File: config.mk
export PLATFORM = sky130hd
export DESIGN_NAME = mmio_port_timer
export DESIGN_NICKNAME = d
export VERILOG_FILES = /design/src/rtl/mmio_port_timer_pkg.sv /design/src/rtl/mmio_port_timer_in_sync_edge.sv /design/src/rtl/mmio_port_timer.sv
export SDC_FILE = /design/constraint.sdc
export NUM_CORES = 1
export LEC_CHECK = 0
export CORE_UTILIZATION = 30
export CTS_BUF_LIST = sky130_fd_sc_hd__clkbuf_2 sky130_fd_sc_hd__clkbuf_4 sky130_fd_sc_hd__clkbuf_8
export CTS_CLUSTER_DIAMETER = 100
export DETAILED_ROUTE_END_ITERATION = 10
export PLACE_DENSITY = 0.64
export SKIP_LAST_GASP = 1
export SLEW_MARGIN = 0
export SYNTH_ARGS = -nofsm -noshare
export SYNTH_HDL_FRONTEND = slang
export SYNTH_SLANG_ARGS = --single-unit
File: constraint.sdc
create_clock -name clk -period 3.8 [get_ports clk]
set_input_delay 0.76 -clock clk [delete_from_list [all_inputs] [get_ports clk]]
set_output_delay 0.76 -clock clk [all_outputs]
set_load 0.02 [all_outputs]
File: src/rtl/mmio_port_timer_pkg.sv
// mmio_port_timer_pkg: register map, bit indices and window span for the MMIO port/timer
package mmio_port_timer_pkg;
    typedef enum logic [2:0] {
        REG_PORT_OUT  = 3'd0,
        REG_PORT_IN   = 3'd1,
        REG_STATUS    = 3'd2,
        REG_TMR_LOAD  = 3'd3,
        REG_TMR_COUNT = 3'd4,
        REG_TMR_CTRL  = 3'd5
    } reg_e;
    localparam logic [4:0] WIN_LAST = 5'h14;
    localparam int CTRL_EN      = 0;
    localparam int CTRL_AR      = 1;
    localparam int CTRL_IRQ_TMR = 2;
    localparam int CTRL_IRQ_IN  = 3;
    localparam int ST_IN_CHG    = 0;
    localparam int ST_TMR_EXP   = 1;
endpackage

File: src/rtl/mmio_port_timer_in_sync_edge.sv
// mmio_port_timer_in_sync_edge: 2-flop synchronizer with previous-value change detect
module mmio_port_timer_in_sync_edge #(
    parameter int IN_WIDTH = 8
) (
    input  logic                clk,
    input  logic                reset,
    input  logic [IN_WIDTH-1:0] port_in,
    output logic [IN_WIDTH-1:0] sync,
    output logic                chg
);
    logic [IN_WIDTH-1:0] sync1_q, sync1_d, sync2_q, sync2_d, prev_q, prev_d;
    // shift the pipeline one stage per cycle
    always_comb begin
        sync1_d = port_in;
        sync2_d = sync1_q;
        prev_d  = sync2_q;
    end
    // sync flops clear on reset so no spurious change is seen afterwards
    always_ff @(posedge clk) begin
        if (reset) begin
            sync1_q <= '0;
            sync2_q <= '0;
            prev_q  <= '0;
        end else begin
            sync1_q <= sync1_d;
            sync2_q <= sync2_d;
            prev_q  <= prev_d;
        end
    end
    assign sync = sync2_q;
    assign chg  = sync2_q != prev_q;
endmodule

File: src/rtl/mmio_port_timer.sv
// mmio_port_timer: memory-mapped output port, synchronized input port, down-counter timer and IRQ
module mmio_port_timer
    import mmio_port_timer_pkg::*;
#(
    parameter logic [31:0] BASE_ADDR = 32'hFFFF_0000,
    parameter int          IN_WIDTH  = 8
) (
    input  logic                clk,
    input  logic                reset,
    input  logic [31:0]         Address,
    input  logic [31:0]         WriteData,
    input  logic                MemWrite,
    input  logic                MemRead,
    input  logic [IN_WIDTH-1:0] PortIn,
    output logic [31:0]         ReadData,
    output logic                Hit,
    output logic [31:0]         PortOut,
    output logic                IRQ
);
    logic [IN_WIDTH-1:0] in_sync;
    logic                in_chg;
    logic [31:0]         out_q, out_d, load_q, load_d, count_q, count_d;
    logic [3:0]          ctrl_q, ctrl_d;
    logic [1:0]          status_q, status_d, w1c;
    logic                irq_q, irq_d, we, en, exp;
    reg_e                sel;

    mmio_port_timer_in_sync_edge #(.IN_WIDTH(IN_WIDTH)) u_sync (
        .clk    (clk),
        .reset  (reset),
        .port_in(PortIn),
        .sync   (in_sync),
        .chg    (in_chg)
    );

    // address decode and same-cycle read mux
    always_comb begin
        Hit = (Address[31:5] == BASE_ADDR[31:5]) && (Address[1:0] == 2'b00) && (Address[4:0] <= WIN_LAST);
        sel = reg_e'(Address[4:2]);
        we  = Hit && MemWrite;
        ReadData = !(Hit && MemRead)   ? 32'd0 :
                   sel == REG_PORT_OUT  ? out_q :
                   sel == REG_PORT_IN   ? 32'(in_sync) :
                   sel == REG_STATUS    ? 32'(status_q) :
                   sel == REG_TMR_LOAD  ? load_q :
                   sel == REG_TMR_COUNT ? count_q :
                   32'(ctrl_q);
    end

    // next-state for registers, timer, sticky flags and IRQ; expiry always uses the current CTRL
    always_comb begin
        en      = ctrl_q[CTRL_EN];
        exp     = en && count_q == 32'd1;
        out_d   = (we && sel == REG_PORT_OUT) ? WriteData : out_q;
        load_d  = (we && sel == REG_TMR_LOAD) ? WriteData : load_q;
        ctrl_d  = (we && sel == REG_TMR_CTRL) ? WriteData[3:0] : ctrl_q;
        count_d = (we && sel == REG_TMR_LOAD) ? WriteData :
                  !en                         ? count_q :
                  count_q > 32'd1             ? count_q - 32'd1 :
                  exp                         ? (ctrl_q[CTRL_AR] ? load_q : 32'd0) :
                  count_q;
        w1c      = (we && sel == REG_STATUS) ? WriteData[1:0] : 2'b00;
        status_d = (status_q & ~w1c) | {exp, in_chg};
        irq_d    = (status_q[ST_IN_CHG] & ctrl_q[CTRL_IRQ_IN]) | (status_q[ST_TMR_EXP] & ctrl_q[CTRL_IRQ_TMR]);
    end

    // state registers
    always_ff @(posedge clk) begin
        if (reset) begin
            out_q    <= '0;
            load_q   <= '0;
            count_q  <= '0;
            ctrl_q   <= '0;
            status_q <= '0;
            irq_q    <= 1'b0;
        end else begin
            out_q    <= out_d;
            load_q   <= load_d;
            count_q  <= count_d;
            ctrl_q   <= ctrl_d;
            status_q <= status_d;
            irq_q    <= irq_d;
        end
    end

    assign PortOut = out_q;
    assign IRQ     = irq_q;
endmodule

Word-level counts from Yosys, hierarchy flattened
Cells that the tools add are included.
{ "op_classes": {"eq_ne": 8, "reduce_logical": 14, "order_cmp": 2, "n_bitwise": 6, "add_sub_neg": 1, "mux": 12} }
{ "ops": {"columns": ["cell", "count"], "rows": [
  ["2-to-1 mux 32 bit", 11],
  ["equality test 32 x 1 -> 1 bit (second input constant)", 1],
  ["> comparator 32 x 1 -> 1 bit (second input constant)", 1],
  ["subtractor 32 x 1 -> 32 bit (second input constant)", 1],
  ["equality test 27 bit (second input constant)", 1],
  ["logical AND 1 bit", 9],
  ["!= test 8 bit", 1],
  ["equality test 3 x 2 -> 1 bit (second input constant)", 2],
  ["equality test 3 bit (second input constant)", 2],
  ["less-or-equal comparator 5 bit (second input constant)", 1],
  ["equality test 3 x 1 -> 1 bit (second input constant)", 1],
  ["zero test 3 bit", 1],
  ["nonzero test 3 bit", 1],
  ["bitwise AND 1 bit", 2],
  ["bitwise AND 2 bit", 1],
  ["zero test 2 bit", 1],
  ["2-to-1 mux 2 bit", 1],
  ["NOT 2 bit", 1],
  ["bitwise OR 2 bit", 1],
  ["AND reduction 2 bit", 1],
  ["nonzero test 2 bit", 1],
  ["bitwise OR 1 bit", 1]
]} }
{ "word_totals": {"output_inout_bits": 66, "regBits": 127} }

Depth between registers and ports, before layout
Gate-level depths: netlist (run 1).
{ "logic_depth": {"word_depth": 9, "mapped_depth": 10, "mapped_depth_nobuf": 8} }

By module
From an unflattened synthesis (run 1), not the netlist that was laid out.
{ "unflattened": {"hier_cells": 844, "hier_area_um2": 6627.6} }
{ "modules_own_cells": {"columns": ["mod", "cells_each", "area_each_um2", "seq_area_each_um2", "instances"], "rows": [
  ["mmio_port_timer", 783, 5898.2, 2062.0, 1],
  ["mmio_port_timer_in_sync_edge", 61, 729.4, 480.5, 1]
]} }

Worst setup path after synthesis (run 1)
No wires, ideal clock.
{ "synth_timing": {"path_type": "in2out", "startpoint": "input port Address[15]", "endpoint": "output port ReadData[2]", "arrival_ns": 2.600, "slack_ns": 0.440, "n_path_buf": 1, "cell_stages": 6, "required_ns": 3.040, "cell_sequence": "nand4b_1 -> nor4_1 -> and3_1 -> nand2_1 -> clkbuf_1 -> a311oi_1"} }
{ "synth_via": {"elab_chain_cells": 5} }
{ "synth_lines": {"columns": ["element", "line_no", "source"], "rows": [
  ["from (decl)", "mmio_port_timer.sv:10", "input logic [31:0] Address,"],
  ["equality test 27 bit", "mmio_port_timer.sv:38", "Hit = (Address[31:5] == BASE_ADDR[31:5]) && (Address[1:0] == 2'b00) && (Address[4:0] <= WIN_LAST);"],
  ["logical AND 1 bit (2 in a row)", "mmio_port_timer.sv:38", null],
  ["net Hit", "mmio_port_timer.sv:16", "output logic Hit,"],
  ["logical AND 1 bit", "mmio_port_timer.sv:41", "ReadData = !(Hit && MemRead) ? 32'd0 :"],
  ["2-to-1 mux 32 bit", "mmio_port_timer.sv:41", null],
  ["to (decl)", "mmio_port_timer.sv:15", "output logic [31:0] ReadData,"]
]} }
The timed path passes the listed nets, and every way through them passes these cells.

Worst setup path after layout (run 1)
{ "layout_timing": {"startpoint": "input port Address[26]", "endpoint": "output port ReadData[25]"} }
{ "layout_via": {"elab_chain_cells": 5} }
{ "layout_lines": {"columns": ["element", "line_no"], "rows": [
  ["equality test 27 bit", "mmio_port_timer.sv:38"],
  ["logical AND 1 bit (2 in a row)", "mmio_port_timer.sv:38"],
  ["logical AND 1 bit", "mmio_port_timer.sv:41"],
  ["2-to-1 mux 32 bit", "mmio_port_timer.sv:41"]
]} }
Every way passes these cells.

==> impl_metrics.csv, run 1 <==
group,metric,value,unit
outcome,status,"finished, final reports clean",
setup_path,regToRegSetupSlack,0.62,ns
clocking,insertion_delay,0.46,ns
setup_path,worstPathMaxFanout,10,
sta,period_needed,3.633,ns
sta,worst_hold_slack,0.4382,ns
routing,ant_nets,0,
hold_path,min_path_type,"reg -> reg",
synth,syn-num-nets,925,
floorplan,die_x,150.2,um
floorplan,die_y,150.2,um
pwr,power_frac_comb,6.8,%
routing,vias,6733,
pwr,p_seq_share,46.2,%
clocking,clk_pin_slew,0.08,ns
place,gp_congestion,0.8302,
floorplan,dieArea,22560,um^2
pwr,p_int,2262,uW
sta,fin_skew,0.01609,ns
clocking,cts_setup_buffers,0,
sta,final_max_slew_viol_count,0,
clocking,cts.sinks,127,
floorplan,initial_core_util,30.96,%
job,cap_violations,0,
routing,drc,0,
setup_path,critical_path_class,"in -> out",
grt,gr-total-overflow,0,
cells_and_area,final_cell_mix,"141 x nor2_1, 127 x dfxtp_1, 107 x clkdlybuf4s50_1",
grt,grt_usage,19.92,%
pwr,max-vdd-ir-drop,0.2051,mV
synth,ys_async_sr_fraction,0,%
routing,drtIter0Drc,504,
synth,ys_warn_count,0,
cells_and_area,areaGrowthSynthToFinish,34.86,%
routing,routed_wl,22.05,mm
sta,max_slew_margin,56.04,%
cells_and_area,final_common_cell,"nor2_1",
place,dpl.hpwl,15.55,mm
clocking,numCtsBuffers,17,
setup_path,end_kind,"output pin",
floorplan,core,21290,um^2
clocking,root_buffer,"clkbuf_8",
synth,ys.flop_type,"dfxtp_1",
clocking,clk_path_buf_depth,2,
synth,syn_inst,847,
sta,fin_ws,0.1671,ns
grt,grt_first_pass_wirelength,34.84,mm
sta,fin_tns_setup,0,ns
clocking,cts_tree,"yes",
floorplan,num_rows,53,
clocking,h-tree-depth,4,
place,place_area,8469,um^2
grt,grt_max_degree,129,
synth,avgSynthCellArea,7.780,um^2
pwr,p_switching,654.0,uW
setup_path,arrival,2.87,ns
setup_path,crit_required,3.04,ns
pwr,p_leak,0.003346,uW
grt,antenna_found_initial,0,
synth,synth_cell_type_count,62,
sta,rsz0062_at_grt,"true",
routing,via_per_inst,5.323,
cells_and_area,stdcell_area,8887,um^2
pwr,pwr_density_cell,328.2,nW/um^2
cells_and_area,fin_util,41.75,%
routing,wire_per_inst,17.43,um
setup_path,cp-start-kind,"input pin",
sta,finalCritPeriodShare,95.60,%
sta,tightest_slew,0.6587,ns
routing,drt_pre_antenna_iters,6,
sta,finalHoldViolCount,0,
synth,synth_seq_area_share,38.58,%
sta,setup_viol,0,
place,port_buffers,141,
grt,grt_pass1_vias,6319,
cells_and_area,diodes,0,
pwr,switching_share,22.42,%
sta,fmax,0.2753,GHz
floorplan,pin_count,142,
cells_and_area,fin_nets,1056,
pwr,pwr-share-clk,47.1,%
synth,synth-edff-count,0,
place,place_ws,-0.3815,ns
synth,synth-seq-cells,127,
cells_and_area,n_fill_cell,2155,
synth,syn_area,6590,um^2
cells_and_area,drive_gt1_share,10.51,%
-- what timing repair did --
action	4_1_cts	5_1_grt
hold buffers	0	0
pin swaps	0	1
setup endpoints to repair	32	10
resized for setup	33	8
cloned	0	0
-- state kept, by name (all words and copies together) (netlist names) --
name,flops
ctrl_q,4
load_q,32
u_sync.sync1_q,8
u_sync.prev_q,8
u_sync.sync,8
IRQ,1
count_q,32
PortOut,32
status_q,2
-- logic make-up (layout without fill, tap and decap cells) --
logic type / after synthesis / in the layout / share of synthesized area [%]
AO/OA/AOI/OAI: 211 / 211 / 21.34
multiplexers: 41 / 41 / 6.607
flip-flops: 127 / 127 / 38.58
XOR/XNOR: 13 / 13 / 1.728
buffers and inverters: 83 / 226 / 4.955
AND/OR/NAND/NOR: 370 / 370 / 26.41
adder cells (fa/ha/maj): 2 / 2 / 0.3797
-- layer usage --
metal / vias to the layer above / part of all wire [%] / global-route usage (%)
met1: 3176 / 45 / 26.90
met2: 222 / 46 / 31.67
met3: 32 / 6.0 / 3.364
met5: - / 0 / 0
li1: 3303 / - / -
met4: 0 / 2.1 / 7.424
-- path summary, 6_finish.rpt --
| kind | from | endpoint | depth (start not counted) |
|---|---|---|---|
| worst max-delay path | Address[26] | ReadData[25] | 9 |
| worst min-delay path | u_sync.sync1_q[0] | u_sync.sync[0] | 1 |
| worst min register to register | u_sync.sync1_q[0] | u_sync.sync[0] | 1 |
| worst max register to register | count_q[1] | count_q[18] | 8 |
-- worst max-delay path: stages --
cell and delay, ns:
clkdlybuf4s50_1 0.46, nand3_1 0.09, nor4_2 0.34, and3_1 0.24
nand2_2 0.17, buf_4 0.21, buf_4 0.16, nor2_1 0.11
dlygate4sd2_1 0.34
-- Yosys cell counts, drive strengths merged (6+ instances only) --
cell type	count	share of area, %
nor2	143	8.2
dfxtp	127	39
nand2	93	5.3
a21oi	82	6.2
clkbuf	60	3.4
mux2i	39	5.9
nor3	31	2.4
a22oi	27	3.1
o21ai	22	1.7
nor2b	20	1.9
nor4	20	1.9
a311oi	15	2.0
buf	13	0.95
a211oi	11	1.3
and3	11	1.0
inv	10	0.57
xor2	9	1.2
nand3	8	0.61
a31oi	7	0.66
o22ai	7	0.66
o32ai	7	0.93
or3	7	0.66
or4	7	0.95
a222oi	6	0.91
and2	6	0.57
-- power groups by stage --
stage	combinational, uW	clock [uW]	sequential (uW)
finish	197	1370	1350
global route	212	1450	1350
CTS	198	1400	1350
detailed placement	197	0	1380
global placement	195	0	1380
floorplan	68.9	0	1380
-- final cells by class --
| class | count | area, um^2 | area share, % |
|---|---|---|---|
| clock inverters | 10 | 185.2 | 2.084 |
| repair buffers | 185 | 1763 | 19.84 |
| flip-flops and latches | 127 | 2542 | 28.61 |
| inverters | 10 | 37.54 | 0.4224 |
| clock buffers | 21 | 270.3 | 3.041 |
| multi-input cells | 637 | 3745 | 42.14 |
| well taps | 275 | 344.1 | 3.872 |
-- per-stage QoR --
step / total power (uW) / cells
after floorplan: 1445 / 847
after global placement: 1572 / 1234
after detailed placement: 1574 / 1234
after CTS: 2940 / 1265
after global routing: 3012 / 1265
final: 2916 / 1265
Power figures use the tool's default switching activity.
==> inputs of run 2 (changes only) <==
CORE_MARGIN = 8   (was unset)
==> run 2 against run 1 <==
  * Clock-buffer cell count down 2
  * Final cell count is the same
  * Sequential power barely moved
  * Critical path depth shrank 1
  * Maximum frequency is essentially flat
  * Flip-flop and latch count unchanged
  * Critical path type unchanged
  * Largest power group is now sequential cells
==> impl_metrics.csv, run 2 (synthesized netlist as in run 1, its figures left out) <==
group,metric,value,unit
clocking,clk_path_buf_depth,2,
sta,fin_tns_setup,0,ns
clocking,cts_tree,"yes",
outcome,status,"finished, final reports clean",
cells_and_area,fin_nets,1050,
grt,grt_usage,16.83,%
clocking,clk_pin_slew,0.07,ns
setup_path,cp-start-kind,"input pin",
sta,max_slew_margin,55.73,%
sta,setup_viol,0,
clocking,numCtsBuffers,17,
cells_and_area,final-seq-area,2542,um^2
floorplan,core,21690,um^2
sta,fmax,0.2751,GHz
place,place_ws,-0.2922,ns
pwr,pwr_density_cell,315.3,nW/um^2
place,port_buffers,141,
pwr,power.total,2773,uW
cells_and_area,stdcell_area,8796,um^2
floorplan,pin_count,142,
sta,finalCritPeriodShare,95.67,%
pwr,p_leak,0.003309,uW
floorplan,die_x,164.2,um
routing,ant_nets,0,
job,cap_violations,0,
grt,grt_pass1_vias,6651,
cells_and_area,final_cell_mix,"141 x nor2_1, 127 x dfxtp_1, 107 x clkdlybuf4s50_1",
routing,routed_wl,22.79,mm
sta,rsz0062_at_grt,"false",
routing,via_per_inst,5.343,
cells_and_area,final_common_cell,"nor2_1",
cells_and_area,diodes,0,
setup_path,worstPathMaxFanout,16,
grt,antenna_found_initial,0,
sta,final_max_slew_viol_count,0,
cells_and_area,drive_gt1_share,9.746,%
cells_and_area,multi_input_area,3745,um^2
grt,grt_first_pass_wirelength,36.33,mm
routing,wire_per_inst,18.01,um
place,dpl.hpwl,16.49,mm
setup_path,critical_path_class,"in -> out",
sta,tightest_slew,0.6633,ns
cells_and_area,n_fill_cell,2159,
routing,drc,0,
grt,gr-total-overflow,0,
hold_path,min_path_type,"reg -> reg",
pwr,max-vdd-ir-drop,0.2161,mV
clocking,cts.sinks,127,
clocking,h-tree-depth,4,
sta,period_needed,3.635,ns
clocking,root_buffer,"clkbuf_8",
cells_and_area,areaGrowthSynthToFinish,33.47,%
clocking,insertion_delay,0.45,ns
sta,finalHoldViolCount,0,
place,place_area,8406,um^2
setup_path,arrival,2.88,ns
clocking,cts_setup_buffers,0,
floorplan,dieArea,26960,um^2
grt,grt_max_degree,93,
floorplan,die_y,164.2,um
floorplan,initial_core_util,30.39,%
routing,vias,6759,
place,gp_congestion,0.8724,
sta,fin_skew,0.01021,ns
sta,fin_ws,0.1646,ns
setup_path,end_kind,"output pin",
routing,drt_pre_antenna_iters,6,
setup_path,crit_required,3.04,ns
routing,drtIter0Drc,678,
floorplan,num_rows,54,
-- run 2: what timing repair did --
| item | 4_1_cts | 5_1_grt |
|---|---|---|
| gates resized for setup | 31 | 3 |
| setup endpoints to repair | 32 | 9 |
| hold buffers | 0 | 0 |
-- run 2: area by class of cell --
class,count,area share [%]
repair buffers,179,19.40
well taps,280,3.983
inverters,10,0.4267
multi-input cells,637,42.57
flip-flops and latches,127,28.90
clock inverters,13,1.878
clock buffers,19,2.831
-- run 2: worst paths after layout --
path | startpoint | endpoint | slack, ns | cells after the start
worst min register to register | u_sync.sync1_q[4] | u_sync.sync[4] | 0.44 | 1
worst min-delay path | u_sync.sync1_q[4] | u_sync.sync[4] | 0.44 | 1
worst max-delay path | Address[1] | ReadData[10] | 0.16 | 8
worst max register to register | count_q[0] | count_q[27] | 0.33 | 8
-- run 2: per-layer routing --
metal,GRT usage (%),up-vias,part of all wire (%)
met5,0,-,0
met4,5.455,0,1.5
met3,3.233,26,6.5
met2,27.57,239,48
met1,21.84,3184,44
li1,-,3310,-
-- run 2: through the flow --
step,hold slack [ns],util [%],instances
detailed placement,0.4278,38.76,1233
global route,0.4588,40.56,1265
global placement,0.4242,38.76,1233
floorplan,0.4138,-,847
finish,0.4412,40.56,1265
CTS,0.4443,40.50,1265
-- run 2: where the power goes --
group          internal (uW)  switching [uW]  leakage (uW)
Combinational            102            93.5       0.00208
Sequential              1340            5.23       0.00103
Clock                    664             567      0.000199
Total                   2110             666       0.00331
-- run 2: critical path, cell delays in order --
cell and delay [ns]:
clkdlybuf4s50_1 0.40, nor4_1 0.30, and4b_1 0.27, and3_1 0.21, nand2_2 0.20, buf_4 0.27, nor2_1 0.13, dlygate4sd2_1 0.34
